==> src/rtl/counter_pkg.sv <==
// Shared definitions for the loadable up-counter and its sequencing controller.
// The defaults here match the team's standard 4-bit counter instance.
package counter_pkg;

  localparam int              DEF_WIDTH    = 4;
  localparam logic [3:0]      DEF_TERMINAL = 4'hF;
  localparam int              DEF_RWIDTH   = 8;

  typedef enum logic [1:0] {
    IDLE = 2'd0,
    LOAD = 2'd1,
    RUN  = 2'd2
  } state_e;

endpackage

==> src/rtl/counter_ctrl_if.sv <==
// Request channel from a host or FSM into counter_ctrl.
// valid/ready: the requester holds valid, data and repeat stable until a cycle
// with valid && ready, which is the single accept; ready never depends on valid.
interface counter_ctrl_if #(
  parameter int WIDTH = counter_pkg::DEF_WIDTH
);
  logic             i_req_valid;
  logic             o_req_ready;
  logic [WIDTH-1:0] i_req_data;
  logic             i_req_repeat;

  modport master (
    output i_req_valid,
    output i_req_data,
    output i_req_repeat,
    input  o_req_ready
  );

  modport slave (
    input  i_req_valid,
    input  i_req_data,
    input  i_req_repeat,
    output o_req_ready
  );
endinterface

==> src/rtl/counter_ctrl.sv <==
// Sequencer for one loadable up-counter: loads a start value, detects the
// terminal count, reports completed periods and optionally reloads.
module counter_ctrl
  import counter_pkg::*;
#(
  parameter int               WIDTH    = DEF_WIDTH,
  parameter logic [WIDTH-1:0] TERMINAL = {WIDTH{1'b1}},
  parameter int               RWIDTH   = DEF_RWIDTH
) (
  input  logic              i_clk,
  input  logic              i_rst_n,
  counter_ctrl_if.slave     req,
  input  logic              i_stop,
  input  logic              i_abort,
  output logic              o_load,
  output logic [WIDTH-1:0]  o_data,
  input  logic [WIDTH-1:0]  i_count,
  output logic              o_busy,
  output logic              o_done,
  output logic              o_aborted,
  output logic [RWIDTH-1:0] o_rounds,
  output logic [1:0]        o_state
);

  localparam logic [1:0] S_IDLE = IDLE;
  localparam logic [1:0] S_LOAD = LOAD;
  localparam logic [1:0] S_RUN  = RUN;

  logic [1:0] state;
  logic       rpt;
  logic       accept;
  logic       terminal;

  // Ready and load are pure state decodes so no input reaches an output.
  assign req.o_req_ready = (state == S_IDLE);
  assign o_load          = (state == S_LOAD);
  assign o_busy          = (state != S_IDLE);
  assign o_state         = state;

  assign accept   = (state == S_IDLE) && req.i_req_valid;
  assign terminal = (i_count == TERMINAL);

  always_ff @(posedge i_clk or negedge i_rst_n) begin
    if (!i_rst_n) begin
      state     <= S_IDLE;
      rpt       <= 1'b0;
      o_data    <= '0;
      o_done    <= 1'b0;
      o_aborted <= 1'b0;
      o_rounds  <= '0;
    end else begin
      o_done    <= 1'b0;
      o_aborted <= 1'b0;
      if (i_stop) rpt <= 1'b0;

      case (state)
        S_IDLE: begin
          if (accept) begin
            o_data   <= req.i_req_data;
            rpt      <= req.i_req_repeat;
            o_rounds <= '0;
            state    <= S_LOAD;
          end
        end
        S_LOAD: begin
          if (i_abort) begin
            o_aborted <= 1'b1;
            state     <= S_IDLE;
          end else begin
            state <= S_RUN;
          end
        end
        S_RUN: begin
          // Abort outranks a terminal count on the same cycle.
          if (i_abort) begin
            o_aborted <= 1'b1;
            state     <= S_IDLE;
          end else if (terminal) begin
            o_done <= 1'b1;
            if (o_rounds != {RWIDTH{1'b1}}) o_rounds <= o_rounds + 1'b1;
            state <= (rpt && !i_stop) ? S_LOAD : S_IDLE;
          end
        end
        default: state <= S_IDLE;
      endcase
    end
  end

endmodule

==> src/flat_wrapper.sv <==
// flat-port wrapper written by rule: the top's interface ports become plain ports
module counter_ctrl_flat import counter_pkg::*;
#(
  parameter int               WIDTH    = DEF_WIDTH,
  parameter logic [WIDTH-1:0] TERMINAL = {WIDTH{1'b1}},
  parameter int               RWIDTH   = DEF_RWIDTH
)
  (i_clk, i_rst_n, i_stop, i_abort, o_load, o_data, i_count, o_busy, o_done, o_aborted, o_rounds, o_state, req_i_req_valid, req_i_req_data, req_i_req_repeat, req_o_req_ready);
  counter_ctrl_if #(.WIDTH(WIDTH)) req_i ();
  input  logic i_clk;
  input  logic i_rst_n;
  input  logic i_stop;
  input  logic i_abort;
  output logic o_load;
  output logic [WIDTH-1:0] o_data;
  input  logic [WIDTH-1:0] i_count;
  output logic o_busy;
  output logic o_done;
  output logic o_aborted;
  output logic [RWIDTH-1:0] o_rounds;
  output logic [1:0] o_state;
  input wire logic [$bits(req_i.i_req_valid)-1:0] req_i_req_valid;
  input wire logic [$bits(req_i.i_req_data)-1:0] req_i_req_data;
  input wire logic [$bits(req_i.i_req_repeat)-1:0] req_i_req_repeat;
  output wire logic [$bits(req_i.o_req_ready)-1:0] req_o_req_ready;
  assign req_i.i_req_valid = req_i_req_valid;
  assign req_i.i_req_data = req_i_req_data;
  assign req_i.i_req_repeat = req_i_req_repeat;
  assign req_o_req_ready = req_i.o_req_ready;
  counter_ctrl #(.WIDTH(WIDTH), .TERMINAL(TERMINAL), .RWIDTH(RWIDTH)) u_core (.i_clk(i_clk), .i_rst_n(i_rst_n), .req(req_i), .i_stop(i_stop), .i_abort(i_abort), .o_load(o_load), .o_data(o_data), .i_count(i_count), .o_busy(o_busy), .o_done(o_done), .o_aborted(o_aborted), .o_rounds(o_rounds), .o_state(o_state));
endmodule
==> config.mk <==
export PLATFORM = sky130hd
export DESIGN_NAME = counter_ctrl_flat
export DESIGN_NICKNAME = d
export VERILOG_FILES = /design/src/rtl/counter_pkg.sv /design/src/rtl/counter_ctrl_if.sv /design/src/rtl/counter_ctrl.sv /design/src/flat_wrapper.sv
export SDC_FILE = /design/constraint.sdc
export NUM_CORES = 1
export LEC_CHECK = 0
export ABC_CLOCK_PERIOD_IN_PS = 4800
export CAP_MARGIN = 20
export CORE_ASPECT_RATIO = 1.5
export CORE_UTILIZATION = 35
export DETAILED_ROUTE_END_ITERATION = 8
export GPL_ROUTABILITY_DRIVEN = 0
export SYNTH_ARGS = -nofsm -noshare
export SYNTH_HDL_FRONTEND = slang
export SYNTH_SLANG_ARGS = --single-unit
==> constraint.sdc <==
create_clock -name i_clk -period 4.8 [get_ports i_clk]
set_input_delay 1.44 -clock i_clk [delete_from_list [all_inputs] [get_ports i_clk]]
set_output_delay 1.44 -clock i_clk [all_outputs]
set_load 0.02 [all_outputs]
==> results, run 1 <==
- The net count of the mapped netlist is 105.
- In this run the critical register-to-register path is captured at u_core.o_rounds[5].
- Global routing finished with a remaining overflow of 0.
- VDD sags by at most 0.3106 mV.
- By area the synthesized netlist is led by dfrtp_1 (45%), ha_1 (6.6%), mux2_2 (4.7%).
- The maximum fanout encountered on the critical timing path is 6.
- Once routing completed, OpenROAD measured the worst setup slack at 1.615 ns.
- The leakage dissipation is 0.5587 nW.
- Buffers inserted to repair hold after CTS numbered 0.
- The core box area is 2505 um2.
- The via count of the first global-routing pass came to 727.
- The arrival time reported for the critical path endpoint is 1.74 ns.
- The length of the first detailed-routing pass in iterations is 2.
- The H-tree depth is 1.
- The slowest stage of the critical path is the clkdlybuf4s50_1 cell.
- The horizontal extent of the die is 44.56 um.
- The clock edge transition at the registers on the reported setup and hold paths is 0.10 ns.
- The repair_antennas step left the layout with diodes totalling 0.
- The number of gates resized after CTS was 0.
- Compared with the post-synthesis result, the final layout area differs by 41.18%.
- The overall fraction of global-route tracks in use is 0.1510.
- Sorting the synthesized cells by how often they occur yields dfrtp_1 (17), nand2_1 (9), inv_1 (6).
- For met2 alone, demand over resource in global routing was 0.2482.
- The y dimension of the die is 65.84 um.
- The number of buffers created by CTS is 3.
- The buffer levels on the longest clock path is 2.
- For this run, global-route usage on met1 was measured as 0.1927.
- STA classifies the critical path startpoint as a flip-flop.
- The number of setup violations in the final report is 0.
- The setup skew after layout is 0.001274 ns.
- The first-pass GRT wire length is 3318 um.
- Headroom to the max-slew limit came out at 0.4667.
- For this run, asynchronously set or reset flops after synthesis account for 1.000.
- The worst hold margin is 0.5136 ns.
- Synthesis produced 86 cells.
- The hold path startpoint is u_core.o_data[2].
- The number of hold violations in the final report is 0.
- The post-route DRC violation count is 0.
- In this run the critical register-to-register path is launched from u_core.o_state[0].
- The kind of end point of the critical path is an output port.
- The max-slew violation total from the final report is 0.
- Walking the worst path, the cells encountered are inv_1 -> ha_1 -> clkdlybuf4s50_1.
- The pin count of the biggest net entering global routing is 18.
- Before CTS, the worst setup slack after placement is 1.824 ns.
- The synthesized netlist occupies a cell area of 950.9 um2.
- The clock net sink count is 17.
- The number of nets with antenna violations after routing is 0.
- After detailed routing, the total wire length is 2003 um.
- Dividing the synthesized area by the synthesized cell count gives 11.06 um2.
- The initial cell density of the core is 0.3796.
- The worst hold path belongs to the class flip-flop to flip-flop.
- The wire-length estimate of the detail-placed layout is 1545 um.
- The worst setup path is of the flip-flop to output port kind.
- The end point of the worst hold path is u_core.o_data[2].
- At the pin with the least slew margin, the transition time is 0.7974 ns.
- The power per unit of standard cell area is 433.4 nW/um2.
- The most used flip-flop cell after synthesis is dfrtp_1.
- In this run the most used layer during global routing was met2.
- Of the post-synthesis cell area, the part taken by muxes is 0.07895.
- The synthesized-area fraction occupied by adder cells is 0.06579.
- The largest total area in the synthesized netlist belongs to dfrtp_1.
- The buffer cell driving the clock tree root is clkbuf_4.
- The tool flagged a number of max-cap violations equal to 0.
- The setup TNS after final layout is 0 ns.
- After detailed routing, the average wire length per cell comes to 12.68 um.
- Counting flops and latches in the post-synthesis netlist gives 17.
- The post-CTS setup-driven buffer insertion count is 0.
- Of the total synthesized cell area, the portion taken by XOR and XNOR cells is 0.009211.
- During placement, the flow inserted port buffers numbering 32.
- For the finished layout, the period the worst path requires is 3.185 ns.
- The final net count is 142.
- The number of vias per cell after detailed routing is 4.772.
- 33 I/O pins were placed.
- Setup repair after global routing left no endpoint under its margin.
- The number of warning messages in the yosys log is 0.
- After the first detailed-routing iteration, the DRC count stood at 5.
- The portion of the clock cycle consumed by the worst path in the final layout is 0.6635.
- Of the total synthesized cell area, the portion taken by AND, OR, NAND and NOR gates is 0.2250.
- The number of flops mapped to enable cells by yosys is 0.
- In the final layout, the share of cells above drive strength 1 is 0.1557.
- Grouping stages by cell kind, the critical path spends the most delay in buffers and inverters.
- The number of placement rows is 22.
- The total number of vias is 754.
- The run finished with clean final reports.
- The later pin in the worst-skew pair is clocked with a latency of 0.29 ns.
- The cell with the most instances after synthesis is dfrtp_1.
- The share of synthesized area in the top cell type comes to 0.4474.
- The met3 routing resource usage after global routing is 0.01913.
- The data required time at the worst endpoint is 3.36 ns.
- The number of unique standard cell types used by synthesis is 37.
- The TritonCTS clock tree is built.
- The length in cells of the worst reg-to-reg path is 7.
- For flop-to-flop paths, the worst setup slack is 3.01 ns.
- The sum of buffers and inverters on the critical path is 2.
- Of the synthesized area, sequential elements account for 0.4474.
- The die covers 2934 um2.
- The initial antenna violation count came to 0.
- By area, the combinational part of the netlist is dominated by simple AND/OR/NAND/NOR gates.
- In this design, the stage delay of the slowest critical-path cell is 0.65 ns.
- The peak clock frequency supported by timing is 0.3140 GHz.
- The complex-gate fraction of the synthesized area is 0.1500.
- Counting instances, the worst hold path has a depth of 1.
logic make-up (layout without fill, tap and decap cells):
| logic type | Yosys count | after routing |
|---|---|---|
| and+or+nand+nor | 30 | 30 |
| xor gates and xnor gates | 1 | 1 |
| DFF | 17 | 17 |
| AOI/OAI and AO/OA | 20 | 20 |
| buffers and inverters | 6 | 42 |
| adders and majority gates | 5 | 5 |
| muxes | 7 | 7 |
final cells by class:
class / count / area [um2]
clock buffers: 4 / 26.28
fillers: 223 / 1162
inverters: 6 / 22.52
multi-input cells: 63 / 503.0
flip-flops and latches: 17 / 425.4
well taps: 36 / 45.04
repair buffers: 32 / 320.3
per-stage QoR:
step | utilization | total power (W) | instances | cell area, um2
3_3_place_gp | 0.5255 | 0.0005084 | 154 | 1316
2_1_floorplan | - | 0.0003744 | 86 | 950.9
3_5_place_dp | 0.5255 | 0.0005120 | 154 | 1316
5_1_grt | 0.5360 | 0.0006187 | 158 | 1343
4_1_cts | 0.5360 | 0.0005935 | 158 | 1343
6_report | 0.5360 | 0.0005818 | 158 | 1343
flip-flops by register name, indices dropped and copies added (netlist names):
| signal | flops |
|---|---|
| u_core.o_rounds | 8 |
| u_core.o_aborted | 1 |
| u_core.o_state | 2 |
| u_core.o_done | 1 |
| u_core.o_data | 4 |
| u_core.rpt | 1 |
cell usage in the layout, fill, tap and decap left out, drive strengths merged, types with 2 or more instances in the layout:
cell type,synthesis,routed
o221ai,2,2
o31ai,2,2
and3,3,3
mux2,4,4
and2,2,2
and4,3,3
ha,5,5
nand4,2,2
nor2,3,3
o21a,2,2
clkbuf,0,4
o21ai,6,6
inv,6,6
nand2,10,10
nand3,2,2
a21oi,2,2
dfrtp,17,17
clkdlybuf4s50,0,32
mux2i,3,3
how the worst max path moves through the flow:
| stage | from | end | slack (ns) | cells past startpoint |
|---|---|---|---|---|
| global route | u_core.o_state[0] | o_busy | 1.54 | 4 |
| global placement | i_count[2] | u_core.o_rounds[7] | 1.84 | 6 |
| finish | u_core.o_state[1] | req_o_req_ready | 1.62 | 3 |
| floorplan | u_core.o_state[0] | o_busy | 2.25 | 3 |
| detailed placement | i_count[2] | u_core.o_rounds[5] | 1.82 | 6 |
| CTS | u_core.o_state[1] | req_o_req_ready | 1.60 | 3 |
routing by layer:
| metal | up-vias | part of all wire |
|---|---|---|
| li1 | 392 | - |
| met1 | 342 | 0.45 |
| met2 | 16 | 0.50 |
| met3 | 4 | 0.028 |
| met4 | 0 | 0.016 |
| met5 | - | 0 |
where the power goes:
group	switching, W	leakage, nW	internal (W)
Clock	0.0000447	0.0150	0.0000324
Sequential	0.0000209	0.224	0.000175
Combinational	0.000163	0.319	0.000146
No activity file was read; power rests on OpenSTA's default activity.
==> run 2: changes to the inputs <==
ABC_CLOCK_PERIOD_IN_PS = 2900   (was 4800)
PLACE_DENSITY = 0.67   (was not set)
clock period = 2.9 ns   (was 4.8 ns; I/O delays follow)
==> results, run 2 (synthesis gave the netlist of run 1 again) <==
- The arrival time reported for the critical path endpoint is 1.76 ns (+0.02 ns).
- The fill cell total of the finished layout is 240 (+7.6%).
- The initial antenna violation count was 0 (unchanged).
- The global-route congestion overflow total came to 0 (unchanged).
- The setup slack on the worst flop-to-flop path is 1.09 ns (-1.92 ns).
- The source-to-sink clock delay at the later pin of the worst-skew pair is 0.29 ns (about the same).
- The portion of the clock cycle consumed by the worst path in the final layout is 0.9053.
- The count of inserted antenna diode cells is 0 (unchanged).
- The setup TNS after final layout came to 0 ns (unchanged).
- The initial cell density of the core is 0.3796 (unchanged).
- In the layout the commonest cells are clkdlybuf4s50_1 (32), dfrtp_1 (17), nand2_1 (9).
- The buffer cell driving the clock tree root is clkbuf_4.
- The critical setup path kind is flip-flop to output port.
- The power per unit of standard cell area is 711.4 nW/um2 (+64%).
- The met1 usage in global routing came to 0.1609 (-0.03181).
- The H-tree depth is 1 (unchanged).
- The number of vias per cell after detailed routing was 5.006 (+4.9%).
- The most common library cell in the layout ignoring fill and taps is clkdlybuf4s50_1.
- The kind of end point of the critical path is an output port.
- The y dimension of the die is 65.84 um (unchanged).
- The horizontal extent of the die is 44.56 um (unchanged).
- The number of max-capacitance violations reported is 0 (unchanged).
- The via count of the first global-routing pass is 805 (+11%).
- The number of cells upsized or downsized after cts is 0 (unchanged).
- The post-route DRC violation count was 0 (unchanged).
- The instance area after placement is 1316 um2 (unchanged).
- The tightest min-delay check is of the flip-flop to flip-flop type.
- The number of placement rows came to 22 (unchanged).
- The number of nets with antenna violations after routing is 0 (unchanged).
- The number of buffers created by CTS came to 3 (unchanged).
- The largest voltage drop on the vdd net is 0.4760 mV (+53%).
- The met3 routing resource usage after global routing came to 0.01913 (unchanged).
- The core box area is 2505 um2 (unchanged).
- The relative slew slack is 0.4967 (+0.03000).
- The routed wire length is 1954 um (-2.4%).
- After global routing, the most crowded layer is met2.
- The detailed placer's ending HPWL is 1578 um (+2.1%).
- The number of setup violations in the final report is 0 (unchanged).
- The pin slew with the least headroom to its limit came to 0.7526 ns (-0.04486 ns).
- The buffer levels on the longest clock path is 2 (unchanged).
- The pin count of the biggest net entering global routing was 18 (unchanged).
- The area growth from synthesis to final layout is 41.32% (about the same).
- The die area was 2934 um2 (unchanged).
- The number of hold violations in the final report is 0 (unchanged).
- The smallest clock period supported by the final layout is computed as 2.625 ns.
- The final net count is 142 (unchanged).
- The fraction of layout instances using a drive strength above 1 is 0.1639 (+0.008197).
- The length of the first detailed-routing pass in iterations came to 4 (+2).
- The finished layout cell area is 1344 um2 (about the same).
- The worst setup slack after placement is 0.4921 ns (-1.331 ns).
- The average wire per standard cell is 12.37 um (-2.4%).
- The worst setup path is launched from a flip-flop.
- Setup repair after global routing left no endpoint under its margin.
- The total number of vias was 791 (+4.9%).
- The boundary pin count is 33 (unchanged).
- The overall power consumption was 0.0009560 W (+64%).
- The data required time at the worst endpoint is 2.03 ns (-1.33 ns).
- The clock net sink count is 17 (unchanged).
- The hold-fix buffer count after cts was 0 (unchanged).
- The maximum fanout encountered on the critical timing path is 6 (unchanged).
- The overall fraction of global-route tracks in use is 0.1525 (+0.001501).
- The final critical-path setup slack was 0.2745 ns (-1.340 ns).
- The leakage dissipation is 0.5614 nW (+0.49%).
- The met2 track utilization from global routing is 0.2849 (+0.03676).
- The post-CTS setup-driven buffer insertion count is 0 (unchanged).
- The first-pass GRT wire length is 3339 um (+0.63%).
- The total placed cells including tap cells is 154 (unchanged).
- The setup skew after layout is 0.0005188 ns (-0.0007554 ns).
- The flow ran to the end, and the final reports show no timing, DRC or antenna violations.
- The clock edge transition at the registers on the reported setup and hold paths is 0.10 ns (about the same).
- The non-filler instance count after layout is 158 (unchanged).
- The TritonCTS clock tree is built.
- The max-slew violation total from the final report is 0 (unchanged).
- The count of input and output buffers is 32 (unchanged).
- The starting DRC count in detailed routing was 6 (+1).
- The peak clock frequency supported by timing is 0.3809 GHz.
- The flip-flop count of the largest register after layout is 8 (unchanged).
- The top register by number of flip-flops is u_core.o_rounds.
## run 2: changes by cell type in the layout (fill, tap and decap cells not counted), sizes merged
cell	change
clkbuf	-1
clkinv	+1
## run 2: worst paths after layout
path,to,from,cells after the start
worst min-delay path,u_core.o_data[0],u_core.o_data[0],1
worst max-delay path,o_busy,u_core.o_state[0],4
worst max register to register,u_core.o_rounds[7],u_core.o_state[0],7
max in group asynchronous,u_core.o_aborted,i_rst_n,1
worst min register to register,u_core.o_data[0],u_core.o_data[0],1
min in group asynchronous,u_core.o_data[3],i_rst_n,1
## run 2: layout make-up
cell class | instances | area (um2) | area share
Clock inverter | 1 | 5.005 | 0.003724
Clock buffer | 3 | 22.52 | 0.01676
Multi-Input combinational cell | 63 | 503.0 | 0.3743
Timing Repair Buffer | 32 | 320.3 | 0.2384
Sequential cell | 17 | 425.4 | 0.3166
Inverter | 6 | 22.52 | 0.01676
Tap cell | 36 | 45.04 | 0.03352
## run 2: power by group
| group | total, W | internal (W) | switching, W |
|---|---|---|---|
| registers | 0.000330 | 0.000290 | 0.0000395 |
| clock network | 0.000127 | 0.0000513 | 0.0000758 |
| logic | 0.000499 | 0.000239 | 0.000260 |
## run 2: per-stage QoR
stage | hold slack, ns | util
4_1_cts | 0.5220 | 0.5365
2_1_floorplan | 0.4822 | -
3_5_place_dp | 0.4970 | 0.5255
5_1_grt | 0.5363 | 0.5365
3_3_place_gp | 0.4923 | 0.5255
6_report | 0.5149 | 0.5365
## run 2: layer usage
layer	part of all wire	up-vias	wire (um)
met4	0.015	0	30
met1	0.39	376	769
met3	0.035	4	69
li1	-	390	-
met2	0.56	21	1085
met5	0	-	0
## run 2: critical path: stages, from the launching register on
cell and delay, ns:
dfrtp_1 0.44, inv_1 0.09, ha_1 0.27, inv_1 0.07
clkdlybuf4s50_1 0.60
==> run 3: changes to the inputs <==
CAP_MARGIN = 10   (was 20)
CORE_MARGIN = 1.5   (was not set)
==> results, run 3 (synthesis gave the netlist of run 1 again) <==
- The relative slew slack came to 0.4901 (-0.006658).
- The setup slack on the worst flop-to-flop path was 1.06 ns (-0.03 ns).
- The worst hold margin is 0.5015 ns (-0.01345 ns).
- The fill cell total of the finished layout came to 244 (+1.7%).
- The count of inserted antenna diode cells is 0 (unchanged).
- TritonCTS built the clock tree.
- The fraction of layout instances using a drive strength above 1 came to 0.1639 (unchanged).
- The hold-fix buffer count after cts was 0 (unchanged).
- The flow ran to the end, and the final reports show no timing, DRC or antenna violations.
- The count of input and output buffers is 32 (unchanged).
- The data required time at the worst endpoint is 2.03 ns (about the same).
- The cell occurring most often along the worst timing path is inv_1.
- The critical path goes through inv_1 -> ha_1 -> inv_1 -> clkdlybuf4s50_1.
- The setup TNS after final layout is 0 ns (unchanged).
- The routed wire length is 1994 um (+2.0%).
- The finished layout cell area came to 1364 um2 (+1.5%).
- The horizontal extent of the die is 45.56 um (+2.2%).
- The clock net sink count is 17 (unchanged).
- The number of buffers created by CTS was 3 (unchanged).
- The post-CTS setup-driven buffer insertion count is 0 (unchanged).
- The number of vias per cell after detailed routing is 5.107 (+2.0%).
- The library cell used most frequently in the layout, excluding fill and tap cells, is clkdlybuf4s50_1.
- In this run the most critical hold path is launched from u_core.o_data[1].
- The number of max-capacitance violations reported is 0 (unchanged).
- The portion of the clock cycle consumed by the worst path in the final layout is 0.8890 (-0.01635).
- The number of nets with antenna violations after routing is 0 (unchanged).
- The cell type group with the largest total delay on the critical path is buffers and inverters.
- The critical path in this run is classified as flip-flop to output port.
- The startpoint of the most critical register-to-register path is u_core.o_state[0].
- The top register by number of flip-flops is u_core.o_rounds.
- The end of the worst register-to-register path is u_core.o_rounds[7].
- The number of placement rows is 23 (+4.5%).
- The flip-flop count of the largest register after layout is 8 (unchanged).
- The leakage dissipation came to 0.5692 nW (+1.4%).
- The die area is 3045 um2 (+3.8%).
- Compared with the post-synthesis result, the final layout area differs by 43.42%.
- The largest voltage drop on the vdd net is 0.6435 mV (+35%).
- The number of setup violations in the final report is 0 (unchanged).
- In the layout the commonest cells are clkdlybuf4s50_1 (32), dfrtp_1 (17), nand2_1 (9).
- The length of the first detailed-routing pass in iterations is 4 (unchanged).
- The sum of buffers and inverters on the critical path was 3 (unchanged).
- The initial antenna violation count is 0 (unchanged).
- The pin slew with the least headroom to its limit is 0.7625 ns (+0.009955 ns).
- The y dimension of the die is 66.84 um (+1.5%).
- The detailed placer's ending HPWL is 1551 um (-1.7%).
- The type of the worst min-delay path is flip-flop to flip-flop.
- The post-route DRC violation count is 0 (unchanged).
- The master of the slowest instance on the critical path is clkdlybuf4s50_1.
- The max-slew violation total from the final report is 0 (unchanged).
- The clock edge transition at the registers on the reported setup and hold paths is 0.07 ns (-0.03 ns).
- STA classifies the critical path endpoint as an output port.
- The overall fraction of global-route tracks in use is 0.1551 (+0.002621).
- The length in cells of the worst reg-to-reg path is 7 (unchanged).
- The total number of vias is 812 (+2.7%).
- The buffer levels on the longest clock path is 2 (unchanged).
- The source-to-sink clock delay at the later pin of the worst-skew pair is 0.25 ns (-0.04 ns).
- The via count of the first global-routing pass is 823 (+2.2%).
- For hold timing, the worst endpoint is u_core.o_data[1].
- The pin count of the biggest net entering global routing is 18 (unchanged).
- The boundary pin count came to 33 (unchanged).
- The average wire per standard cell was 12.54 um (+1.4%).
- The initial cell density of the core is 0.3631 (-0.01651).
- The instance area after placement is 1318 um2 (about the same).
- The worst hold path cell count is 1 (unchanged).
- The setup skew after layout is 0.002198 ns (+0.001679 ns).
- The peak clock frequency supported by timing is 0.3879 GHz (+1.8%).
- The minimum clock period came to 2.578 ns (-0.04742 ns).
- The number of hold violations in the final report is 0 (unchanged).
- The global-route congestion overflow total is 0 (unchanged).
- Setup repair after global routing left no endpoint under its margin.
- STA classifies the critical path startpoint as a flip-flop.
- The overall power consumption came to 0.001013 W (+6.0%).
- The core box area is 2619 um2 (+4.5%).
- The maximum fanout encountered on the critical timing path is 6 (unchanged).
- The power per unit of standard cell area came to 742.7 nW/um2 (+4.4%).
- The H-tree depth is 1 (unchanged).
- The number of cells upsized or downsized after cts is 0 (unchanged).
- The first-pass GRT wire length was 3387 um (+1.4%).
- The final net count came to 142 (unchanged).
- The starting DRC count in detailed routing was 8 (+2).
- The buffer cell driving the clock tree root is clkbuf_8.
- The highest cell delay on the worst timing path is 0.59 ns (about the same).
- The final core utilization is 0.5208 (-0.01568).
- The arrival time reported for the critical path endpoint is 1.71 ns (-0.05 ns).
run 3: how the worst max path moves through the flow:
| stage | end | cells past startpoint | slack [ns] | from |
|---|---|---|---|---|
| global placement | u_core.o_rounds[7] | 6 | 0.52 | i_count[2] |
| CTS | o_busy | 4 | 0.31 | u_core.o_state[0] |
| detailed placement | u_core.o_rounds[5] | 6 | 0.51 | i_count[3] |
| global route | o_busy | 4 | 0.24 | u_core.o_state[0] |
| finish | o_busy | 4 | 0.32 | u_core.o_state[0] |
| floorplan | o_busy | 3 | 0.92 | u_core.o_state[0] |
run 3: per-layer routing:
layer  part of all wire  track usage  up-vias
met5                  0            0        -
met1               0.41       0.1661      388
met3              0.038      0.02439        7
li1                   -            -      390
met2               0.53       0.2658       27
met4              0.031       0.1029        0
run 3: final cells by class:
cell class | count | area (um2) | share of cell area
tap | 37 | 46.29 | 0.03394
clock buffer | 3 | 41.29 | 0.03028
clock inverter | 1 | 5.005 | 0.003670
inverter | 6 | 22.52 | 0.01651
timing repair buffer | 32 | 320.3 | 0.2349
multi-input combinational | 63 | 503.0 | 0.3688
sequential | 17 | 425.4 | 0.3119
run 3: stage by stage:
stage	cells	worst slack, ns
CTS	159	0.3090
finish	159	0.3220
global placement	155	0.5220
detailed placement	155	0.5071
global route	159	0.2405
floorplan	86	0.9232
run 3: worst register-to-register path, delay by kind of cell, from the launching register on:
kind                     cells  cell delay (ns)
AO/OA/AOI/OAI                3             0.53
adder cells (fa/ha/maj)      1             0.30
buffers and inverters        1             0.11
flip-flops                   1             0.43
AND/OR/NAND/NOR              2             0.36
run 3: power breakdown:
group | leakage, nW | internal, W | total, W | switching, W
clock | 0.0255 | 0.0000954 | 0.000178 | 0.0000824
sequential | 0.224 | 0.000291 | 0.000326 | 0.0000353
combinational | 0.319 | 0.000241 | 0.000509 | 0.000268
total | 0.569 | 0.000627 | 0.00101 | 0.000386
